<file path="src/rtl/mult_hilo_unit.sv">
// Iterative shift-add unsigned multiplier owning the architectural HI/LO pair.
// One product bit is retired per cycle; HI/LO update only on completion.
module mult_hilo_unit #(
    parameter int WIDTH = 16,
    parameter int CNT_W = 5
) (
    input  logic             clk,
    input  logic             rst_n,
    input  logic             mul,
    input  logic [WIDTH-1:0] op_a,
    input  logic [WIDTH-1:0] op_b,
    output logic [WIDTH-1:0] hi,
    output logic [WIDTH-1:0] lo,
    output logic             busy,
    output logic             done
);

    typedef enum logic {IDLE, RUN} state_t;

    state_t             state, state_nxt;
    logic [WIDTH-1:0]   mcand, acc, mplr;
    logic [CNT_W-1:0]   cnt;
    logic [WIDTH:0]     sum;
    logic [WIDTH-1:0]   acc_nxt, mplr_nxt;
    logic               last;

    // Sum is one bit wider so the carry survives into the shifted accumulator.
    assign sum      = {1'b0, acc} + (mplr[0] ? {1'b0, mcand} : '0);
    assign acc_nxt  = sum[WIDTH:1];
    assign mplr_nxt = {sum[0], mplr[WIDTH-1:1]};
    assign last     = (cnt == CNT_W'(1));
    assign busy     = (state == RUN);

    always_comb begin
        state_nxt = state;
        case (state)
            IDLE: if (mul) state_nxt = RUN;
            RUN:  if (last) state_nxt = IDLE;
            default: state_nxt = IDLE;
        endcase
    end

    always_ff @(posedge clk) begin
        if (!rst_n) begin
            state <= IDLE;
        end else begin
            state <= state_nxt;
        end
    end

    always_ff @(posedge clk) begin
        if (!rst_n) begin
            mcand <= '0;
            acc   <= '0;
            mplr  <= '0;
            cnt   <= '0;
            hi    <= '0;
            lo    <= '0;
            done  <= 1'b0;
        end else begin
            done <= 1'b0;
            case (state)
                IDLE: begin
                    if (mul) begin
                        mcand <= op_a;
                        acc   <= '0;
                        mplr  <= op_b;
                        cnt   <= CNT_W'(WIDTH);
                    end
                end
                RUN: begin
                    acc  <= acc_nxt;
                    mplr <= mplr_nxt;
                    cnt  <= cnt - CNT_W'(1);
                    if (last) begin
                        hi   <= acc_nxt;
                        lo   <= mplr_nxt;
                        done <= 1'b1;
                    end
                end
                default: ;
            endcase
        end
    end

endmodule

</file>
<file path="config.mk">
export PLATFORM = sky130hd
export DESIGN_NAME = mult_hilo_unit
export DESIGN_NICKNAME = d
export VERILOG_FILES = /design/src/rtl/mult_hilo_unit.sv
export SDC_FILE = /design/constraint.sdc
export NUM_CORES = 1
export LEC_CHECK = 0
export CAP_MARGIN = 20
export CORE_ASPECT_RATIO = 1.75
export CORE_MARGIN = 3
export CORE_UTILIZATION = 36
export DETAILED_ROUTE_END_ITERATION = 8
export GPL_TIMING_DRIVEN = 0
export PLACE_DENSITY = 0.69
export SLEW_MARGIN = 5
export SYNTH_ARGS = -nofsm -noshare
export SYNTH_HDL_FRONTEND = slang
export SYNTH_SLANG_ARGS = --single-unit
export TNS_END_PERCENT = 5
</file>
<file path="constraint.sdc">
create_clock -name clk -period 2.7 [get_ports clk]
set_input_delay 0.81 -clock clk [delete_from_list [all_inputs] [get_ports clk]]
set_output_delay 0.81 -clock clk [all_outputs]
set_load 0.01 [all_outputs]
</file>
==> reports/metrics.cfg, run 1 <==
[global_route]
overflow=0
grt_pass1_vias=4111
grt_pass1_wl_mm=19.39
track_usage_pct=17.43
grt_max_degree=19
antenna_found_initial=0

[die]
rows=53
ios=69
die_h_um=153.3
die_width_um=90.17
die_area_um2=13820
core_um2=12070
start_util_pct=36.98

[sta]
setup_ws_ns=0.09389
worst_slew_pin_slew_ns=0.5951
fin_worst_skew_ns=0.009091
hold_violations=0
timing.slew.headroom_pct=60.32
rsz0062_at_grt=false
drv_slew=0
fin_crit_sh_pct=96.52
period_minus_slack_ns=2.606
whs_ns=0.4549
setup_viol=0
fmax_ghz=0.3837

[logic_synthesis]
synth_top_cell_by_area=dfxtp_1
synth_compound_area_share_pct=20.77
synth_cell_type_count=59
syn-cell-area_um2=4463
ys_seq_area_share_pct=39.02
synthTopCellsByArea=dfxtp_1 (39%), nand2_1 (10%), a21boi_0 (5.7%)
synth_edf_count=0
synth-xor-area-share_pct=2.551
synth_fp_nets=588
avgSynthCellArea_um2=8.358
synthSimpleGateAreaFrac_pct=23.61
synth_top_family_by_area=simple AND/OR/NAND/NOR gates
async_flop_share_pct=0
yosysWarnings=0
netlist_instances=534
synthMuxAreaShare_pct=4.261
ys_seq_elements=87
synth_adder_area_share_pct=5.495
yosys.area.top_type_share_pct=39.02
ys.flop_type=dfxtp_1

[run]
max-cap-violations=0

[clock_network]
cts_tree=yes
root_buffer=clkbuf_16
cts.sinks=87
clkSlewWorstSetupHoldPaths_ns=0.07
htree_num_levels=3
clock_path_buffers=2
cts_buffers=9
clkLatencyLatePin_ns=0.35

[detailed_routing]
routed_via_density=5.132
wl_per_cell_um=15.25
wl_met3_um=405
met2WireLength_mm=6.208
drt.antenna.violating_nets=0
num_vias=4008
drtIter0Drc=139
drc=0
dr.pass1.iters=5
wl_mm=11.91
highest_layer=met4
wl_met1_mm=4.702

[setup_path]
cp_cell_sequence=and2_1 -> ha_2 -> inv_1 -> fa_1 -> and2b_1 -> o2111ai_1 -> nand3_2 -> a211oi_2 -> or3_1 -> a31oi_1
path_class=flip-flop to flip-flop
path_max_fanout=17
slowest_delay_ns=0.43
crit_path_top_delay_cell=dfxtp_4
worst_ep_required_time_ns=2.97
crit_path_end_kind=flip-flop
crit_arrival_ns=2.88
start_kind=flip-flop

[finish]
layout.nets=665
final_cells=781
fin_area_um2=5648
utilization_pct=46.80
area_growth_pct=26.55
final_cell_mix=nand2_1 (123), dfxtp_1 (86), clkdlybuf4s50_1 (66), and2_1 (34), a21boi_0 (34)
drive_gt1_share_pct=6.494
diodes=0
layout_commonest_cell=nand2_1

[pwr]
ir_drop_uv=317.0
cellPowerDensity_nw_per_um2=513.0
leakagePower_uw=0.002146

[place]
placed_cell_area_um2=5330
dp.cells=765
hpwl_mm=9.110
port_buffers=66
post-place-ws_ns=-0.3453
gp_congestion=0.8872

[hold_path]
hp-class=flip-flop to flip-flop

[status]
outcome=finished clean

per-stage QoR:
stage / setup TNS, ns / total power [uW]
floorplan: 0 / 1540
global placement: -0.8845 / 1650
detailed placement: -1.336 / 1660
CTS: 0 / 2919
global route: 0 / 2987
finish: 0 / 2897
where the power goes:
group	switching [uW]	total, uW	internal (uW)
clock network	609	1270	659
logic	146	274	127
registers	32.0	1360	1320
flip-flops by register name, indices dropped and copies added (netlist names):
register / flops
acc: 16
busy: 1
cnt: 5
done: 1
hi: 16
lo: 16
mcand: 16
mplr: 16
final timing paths:
| check | endpoint | slack, ns | startpoint | depth (start not counted) |
|---|---|---|---|---|
| hold / removal | mcand[9]$_SDFFE_PN0P_ | 0.45 | mcand[9]$_SDFFE_PN0P_ | 2 |
| setup reg to reg | hi[15]$_SDFFE_PN0P_ | 0.09 | mplr[0]$_SDFFE_PN0P_ | 10 |
| hold reg to reg | mcand[9]$_SDFFE_PN0P_ | 0.45 | mcand[9]$_SDFFE_PN0P_ | 2 |
| setup / recovery | hi[15]$_SDFFE_PN0P_ | 0.09 | mplr[0]$_SDFFE_PN0P_ | 10 |
Yosys cell counts (11+ instances only):
master	n
o21ai_0	29
mux2i_1	19
a21boi_0	34
a21oi_1	23
nor2b_1	11
dfxtp_1	87
clkbuf_1	28
and2_1	34
nand2_1	123
inv_1	11
ha_1	18
logic make-up (layout without fill, tap and decap cells):
kind of cell	count (synthesis)	in the layout
simple gates	215	215
mux	19	19
flops	87	87
fa+ha+maj	19	19
buf+inv	49	131
compound gates	132	132
xor+xnor	13	13
critical path: cells and delay by family (launching register included):
kind | cells | cell delay (ns)
compound gates | 3 | 0.44
buf+inv | 1 | 0.05
flops | 1 | 0.43
simple gates | 4 | 1.00
fa+ha+maj | 2 | 0.60
cell type report:
type | instances | area (um^2)
fillers | 1229 | 6421
multi-input cells | 398 | 2544
flip-flops and latches | 87 | 1745
repair buffers | 67 | 668.1
clock buffers | 9 | 225.2
well taps | 165 | 206.4
plain buffers | 37 | 146.4
clock inverters | 7 | 71.32
inverters | 11 | 41.29
repair_timing:
| item | 4_1_cts | 5_1_grt |
|---|---|---|
| pin swaps | 1 | 2 |
| setup buffers | 1 | 0 |
| gates resized for setup | 6 | 1 |
| endpoints found under the setup margin | 11 | 9 |
| hold buffers | 0 | 0 |
layer usage:
metal  up-vias  track usage, %
met2       100           32.17
met5         -               0
met1      1881           18.21
met3        37           2.314
met4         0           11.32
li1       1990               -
No activity file was read; power rests on OpenSTA's default activity.
==> run 2, diff against run 1 <==
--- a/config.mk
+++ b/config.mk
@@ -7,11 +7,11 @@
 export LEC_CHECK = 0
 export CAP_MARGIN = 20
 export CORE_ASPECT_RATIO = 1.75
-export CORE_MARGIN = 3
 export CORE_UTILIZATION = 36
+export CTS_CLUSTER_SIZE = 25
 export DETAILED_ROUTE_END_ITERATION = 8
 export GPL_TIMING_DRIVEN = 0
-export PLACE_DENSITY = 0.69
+export PLACE_DENSITY = 0.67
 export SLEW_MARGIN = 5
 export SYNTH_ARGS = -nofsm -noshare
 export SYNTH_HDL_FRONTEND = slang
==> constraint.sdc (replaced) <==
create_clock -name clk -period 2.9 [get_ports clk]
set_input_delay 0.87 -clock clk [delete_from_list [all_inputs] [get_ports clk]]
set_output_delay 0.87 -clock clk [all_outputs]
set_load 0.01 [all_outputs]
==> run 2 against run 1 <==
First-iteration DRC count decreased by 3.6%. Clock-buffer cell count is 2 higher. Register-to-register slack improved by 0.15 ns. Hold slack got worse by 0.0039 ns. Flip-flop and latch count stayed put. Utilization is essentially flat. Maximum frequency is 1.7% lower. Non-clock buffer count up 2. Clock skew barely moved. Highest routed layer unchanged.
==> reports/metrics.cfg, run 2 (synthesis gave the netlist of run 1 again) <==
[pwr]
leakagePower_uw=0.002148  ; about the same
ir_drop_uv=306.0  ; -3.5%
cellPowerDensity_nw_per_um2=475.1  ; -7.4%

[sta]
period_minus_slack_ns=2.651  ; +0.04500 ns
fmax_ghz=0.3772  ; -1.7%
worst_slew_pin_slew_ns=0.5968  ; +0.001700 ns
drv_slew=0  ; unchanged
setup-tns-final_ns=0  ; unchanged
rsz0062_at_grt=false
hold_violations=0  ; unchanged
setup_ws_ns=0.2489  ; +0.1550 ns
timing.slew.headroom_pct=60.21  ; -0.11 points
fin_crit_sh_pct=91.42  ; -5.1 points
fin_worst_skew_ns=0.008651  ; -0.0004403 ns
setup_viol=0  ; unchanged

[setup_path]
worst_ep_required_time_ns=3.19  ; +0.22 ns
crit_arrival_ns=2.94  ; +0.06 ns
path_max_fanout=17  ; unchanged
cp_cell_sequence=and2_1 -> ha_1 -> inv_1 -> fa_1 -> and2b_1 -> o2111ai_1 -> nand3_2 -> a21oi_1 -> or4b_1 -> nand3_1
slowest_delay_ns=0.52  ; +0.09 ns
path_class=flip-flop to flip-flop
crit_path_end_kind=flip-flop
start_kind=flip-flop
crit_path_top_delay_cell=or4b_1

[finish]
drive_gt1_share_pct=5.987  ; -0.51 points
layout.nets=667  ; +0.30%
layout_commonest_cell=nand2_1
final_cell_mix=nand2_1 (123), dfxtp_1 (86), clkdlybuf4s50_1 (66), and2_1 (34), a21boi_0 (34)
fin_area_um2=5644  ; about the same
area_growth_pct=26.46  ; about the same
nFillCells=1245  ; +1.3%
diodes=0  ; unchanged

[clock_network]
root_buffer=clkbuf_16
cts.sinks=87  ; unchanged
clock_path_buffers=2  ; unchanged
cts_tree=yes
clkLatencyLatePin_ns=0.35  ; about the same
clkSlewWorstSetupHoldPaths_ns=0.07  ; about the same
cts_buffers=9  ; unchanged
htree_num_levels=3  ; unchanged
postCtsHoldBufs=0  ; unchanged

[place]
gp_congestion=0.8863  ; -0.10%
placed_cell_area_um2=5330  ; unchanged
hpwl_mm=8.957  ; -1.7%
port_buffers=66  ; unchanged
post-place-ws_ns=-0.1650  ; +0.1803 ns

[run]
max-cap-violations=0  ; unchanged

[die]
start_util_pct=36.98  ; unchanged
die_area_um2=12860  ; -6.9%
rows=53  ; unchanged
ios=69  ; unchanged
die_width_um=86.17  ; -4.4%
core_um2=12070  ; unchanged
die_h_um=149.3  ; -2.6%

[global_route]
grt_max_degree=15  ; -4
met1_usage_pct=19.90  ; +1.7 points
grtUsageMet2_pct=34.68  ; +2.5 points
grt_pass1_vias=4043  ; -1.7%
antenna_found_initial=0  ; unchanged
grt_pass1_wl_mm=19.13  ; -1.4%
track_usage_pct=19.45  ; +2.0 points
grt_use_met3_pct=4.483  ; +2.2 points
overflow=0  ; unchanged
grt_busiest_layer=met2

[detailed_routing]
routed_via_density=5.132  ; about the same
dr.pass1.iters=5  ; unchanged
num_vias=4018  ; +0.25%
wl_mm=11.81  ; -0.84%
wl_per_cell_um=15.08  ; -1.1%
drt.antenna.violating_nets=0  ; unchanged
drc=0  ; unchanged
drtIter0Drc=134  ; -3.6%

[status]
outcome=finished clean

[hold_path]
hp-class=flip-flop to flip-flop

[run 2: cell count changes in the layout (fill, tap and decap cells not counted)]
cell	before	now
ha_1	17	18
clkbuf_1	27	29
bufinv_16	0	1
clkinvlp_4	0	2
xor2_1	6	7
a21oi_1	22	23
inv_6	2	0
ha_2	1	0
buf_4	1	3
inv_8	4	0
a21oi_2	2	1
xor2_2	1	0
clkinv_2	0	1
[run 2: cell type report]
class                   instances  area, um^2  share of cell area [%]
well taps                     165       206.4                   3.658
inverters                      11       41.29                  0.7315
clock inverters                 5       58.81                   1.042
plain buffers                  37       146.4                   2.594
repair buffers                 69       683.2                   12.10
multi-input cells             398        2530                   44.82
clock buffers                  11       232.7                   4.123
flip-flops and latches         87        1745                   30.92
[run 2: path summary, 6_finish.rpt]
check                         startpoint                endpoint  slack [ns]  cells after the start
setup / recovery    mplr[0]$_SDFFE_PN0P_      hi[9]$_SDFFE_PN0P_        0.25                     10
hold / removal    mcand[12]$_SDFFE_PN0P_  mcand[12]$_SDFFE_PN0P_        0.45                      2
setup reg to reg    mplr[0]$_SDFFE_PN0P_      hi[9]$_SDFFE_PN0P_        0.25                     10
hold reg to reg   mcand[12]$_SDFFE_PN0P_  mcand[12]$_SDFFE_PN0P_        0.45                      2
[run 2: worst max-delay path, delay by kind of cell (launching register included)]
kind / cells / cell delay, ns
buffers and inverters: 1 / 0.06
AO/OA/AOI/OAI: 2 / 0.28
AND/OR/NAND/NOR: 5 / 1.22
flip-flops: 1 / 0.43
adder cells (fa/ha/maj): 2 / 0.59
[run 2: per-layer routing]
metal  routed length (um)  vias up
li1                     -     1993
met1                 4488     1873
met2                 6158      113
met3                  481       39
met4                  680        0
met5                    0        -
[run 2: timing repair]
item | 4_1_cts | 5_1_grt
buffers inserted | 0 | 3
gates resized for setup | 2 | 1
setup endpoints to repair | 3 | 3
pin swaps | 0 | 1
[run 2: power breakdown]
| group | switching, uW | leakage (uW) | internal [uW] | total, uW |
|---|---|---|---|---|
| combinational | 136 | 0.00130 | 118 | 255 |
| clock | 495 | 0.000136 | 668 | 1160 |
| sequential | 30.0 | 0.000708 | 1230 | 1260 |
| total | 661 | 0.00215 | 2020 | 2680 |
[run 2: metrics by stage]
| step | total power [uW] | util (%) | instances | hold WS (ns) |
|---|---|---|---|---|
| floorplan | 1434 | - | 534 | 0.4297 |
| global placement | 1539 | 44.16 | 765 | 0.4426 |
| detailed placement | 1547 | 44.16 | 765 | 0.4473 |
| CTS | 2707 | 46.60 | 781 | 0.4560 |
| global route | 2792 | 46.77 | 783 | 0.4726 |
| finish | 2681 | 46.77 | 783 | 0.4510 |
==> run 3, diff against run 2 <==
--- a/config.mk
+++ b/config.mk
@@ -11,7 +11,7 @@
 export CTS_CLUSTER_SIZE = 25
 export DETAILED_ROUTE_END_ITERATION = 8
 export GPL_TIMING_DRIVEN = 0
-export PLACE_DENSITY = 0.67
+export PLACE_DENSITY = 0.69
 export SLEW_MARGIN = 5
 export SYNTH_ARGS = -nofsm -noshare
 export SYNTH_HDL_FRONTEND = slang
==> constraint.sdc (replaced) <==
create_clock -name clk -period 2.19 [get_ports clk]
set_input_delay 0.657 -clock clk [delete_from_list [all_inputs] [get_ports clk]]
set_output_delay 0.657 -clock clk [all_outputs]
set_load 0.01 [all_outputs]
==> run 3 against run 2 <==
The run now ends with setup timing left. Non-clock buffer count up 4. Combinational power increased by 37%. Clock power increased by 39%. Register-to-register slack got worse by 0.51 ns. Clock-buffer cell count shrank 1. Routed wire length increased by 1.2%. Total power increased by 35%. Utilization increased by 1.8 points.
==> reports/metrics.cfg, run 3 (synthesis gave the netlist of run 1 again) <==
[status]
outcome=complete, but fails checks
violations=setup timing

[finish]
fin_area_um2=5857  ; +3.8%
area_growth_pct=31.23
diodes=0  ; unchanged
layout_commonest_cell=nand2_1
final_cells=787  ; +0.51%
nFillCells=1186  ; -4.7%
layout.nets=671  ; +0.60%
drive_gt1_share_pct=10.29  ; +4.3 points
final_cell_mix=nand2_1 (123), dfxtp_1 (86), clkdlybuf4s50_1 (66), a21boi_0 (33), and2_1 (32)

[pwr]
ir_drop_uv=421.0  ; +38%
leakagePower_uw=0.002209  ; +2.8%
cellPowerDensity_nw_per_um2=619.2  ; +30%

[sta]
setup_viol=19  ; +19
rsz0062_at_grt=true
setup-tns-final_ns=-3.104  ; -3.104 ns
fmax_ghz=0.4083  ; +8.3%
period_minus_slack_ns=2.449  ; -0.2021 ns
worst_slew_pin_slew_ns=0.6779  ; +0.08106 ns
fin_crit_sh_pct=111.8  ; +20 points
drv_slew=0  ; unchanged
fin_worst_skew_ns=0.01068  ; +0.002033 ns
timing.slew.headroom_pct=54.81  ; -5.4 points
hold_violations=0  ; unchanged
setup_ws_ns=-0.2590  ; -0.5079 ns

[detailed_routing]
routed_via_density=5.145  ; +0.26%
wl_per_cell_um=15.19  ; +0.70%
drt.antenna.violating_nets=0  ; unchanged
drtIter0Drc=134  ; unchanged
wl_mm=11.95  ; +1.2%
drc=0  ; unchanged
dr.pass1.iters=4  ; -1
num_vias=4049  ; +0.77%

[die]
ios=69  ; unchanged
rows=53  ; unchanged
die_width_um=86.17  ; unchanged
start_util_pct=36.98  ; unchanged
die_area_um2=12860  ; unchanged
core_um2=12070  ; unchanged
die_h_um=149.3  ; unchanged

[setup_path]
crit_path_end_kind=flip-flop
worst_ep_required_time_ns=2.46  ; -0.73 ns
path_max_fanout=5  ; -12
worst_path_dominant_cell_family=simple AND/OR/NAND/NOR gates
path_class=flip-flop to flip-flop
cp_cell_sequence=clkbuf_8 -> and2_4 -> ha_4 -> inv_2 -> fa_2 -> and2b_1 -> o2111ai_2 -> nand3_4 -> a211oi_4 -> or3_4 -> a31oi_1
crit_path_top_delay_cell=dfxtp_4
crit_arrival_ns=2.71  ; -0.23 ns
start_kind=flip-flop
slowest_delay_ns=0.38  ; -0.14 ns
critPathBufInv=2  ; +1

[place]
hpwl_mm=8.963  ; about the same
placed_cell_area_um2=5369  ; +0.73%
port_buffers=66  ; unchanged
gp_congestion=0.9061  ; +2.2%
dp.cells=765  ; unchanged

[global_route]
grt_pass1_vias=3912  ; -3.2%
antenna_found_initial=0  ; unchanged
grt_pass1_wl_mm=18.70  ; -2.2%
overflow=0  ; unchanged
grt_max_degree=17  ; +2
track_usage_pct=18.89  ; -0.56 points

[clock_network]
clock_path_buffers=2  ; unchanged
cts_buffers=9  ; unchanged
cts.sinks=87  ; unchanged
root_buffer=clkbuf_16
clkLatencyLatePin_ns=0.35  ; about the same
htree_num_levels=3  ; unchanged
cts_tree=yes
clkSlewWorstSetupHoldPaths_ns=0.07  ; about the same

[run]
max-cap-violations=0  ; unchanged

[hold_path]
hp-class=flip-flop to flip-flop

-- run 3: worst register-to-register path, delay by kind of cell, from the launching register on --
| family | cells | cell delay, ns |
|---|---|---|
| buffers and inverters | 2 | 0.18 |
| flip-flops | 1 | 0.38 |
| AND/OR/NAND/NOR | 4 | 0.95 |
| adder cells (fa/ha/maj) | 2 | 0.46 |
| AO/OA/AOI/OAI | 3 | 0.39 |
-- run 3: layer usage --
metal | share of wire (%) | global-route usage, % | wire length [um] | vias to the layer above
met4 | 4.3 | 10.83 | 518 | 0
li1 | - | - | - | 1992
met2 | 53 | 34.72 | 6375 | 117
met5 | 0 | 0 | 0 | -
met3 | 4.8 | 3.099 | 572 | 33
met1 | 38 | 19.89 | 4484 | 1907
-- run 3: worst paths after layout --
check | start | endpoint | slack, ns | depth (start not counted)
setup / recovery | mplr[0]$_SDFFE_PN0P_ | hi[15]$_SDFFE_PN0P_ | -0.26 | 11
hold / removal | hi[5]$_SDFFE_PN0P_ | hi[5]$_SDFFE_PN0P_ | 0.46 | 2
hold reg to reg | hi[5]$_SDFFE_PN0P_ | hi[5]$_SDFFE_PN0P_ | 0.46 | 2
setup reg to reg | mplr[0]$_SDFFE_PN0P_ | hi[15]$_SDFFE_PN0P_ | -0.26 | 11
-- run 3: timing repair --
| item | CTS | global route |
|---|---|---|
| hold buffers | 0 | 0 |
| endpoints found under the setup margin | 22 | 26 |
| setup buffers | 6 | 0 |
| resized for setup | 14 | 12 |
| pin swaps | 9 | 3 |
| cloned | 1 | 0 |
| endpoints found under the hold margin | 0 | 0 |
-- run 3: layout make-up --
type | count | area [um^2] | area share (%)
clock inverters | 6 | 75.07 | 1.282
inverters | 11 | 41.29 | 0.7050
repair buffers | 73 | 716.9 | 12.24
flip-flops and latches | 87 | 1745 | 29.80
plain buffers | 37 | 156.4 | 2.670
multi-input cells | 398 | 2676 | 45.70
clock buffers | 10 | 239.0 | 4.080
well taps | 165 | 206.4 | 3.525
-- run 3: per-stage QoR --
| stage | total power (uW) | util (%) | hold WS [ns] | setup slack (ns) |
|---|---|---|---|---|
| 3_5_place_dp | 2046 | 44.48 | 0.4522 | -0.4253 |
| 5_1_grt | 3775 | 48.53 | 0.4741 | -0.3604 |
| 3_3_place_gp | 2036 | 44.48 | 0.4440 | -0.3941 |
| 2_1_floorplan | 1902 | - | 0.4297 | -0.1294 |
| 4_1_cts | 3670 | 48.04 | 0.4617 | -0.2190 |
| 6_report | 3627 | 48.53 | 0.4553 | -0.2590 |
-- run 3: where the power goes --
group	switching, uW	leakage (uW)	internal (uW)
clock	672	0.000152	935
sequential	36.5	0.000708	1630
combinational	184	0.00135	165
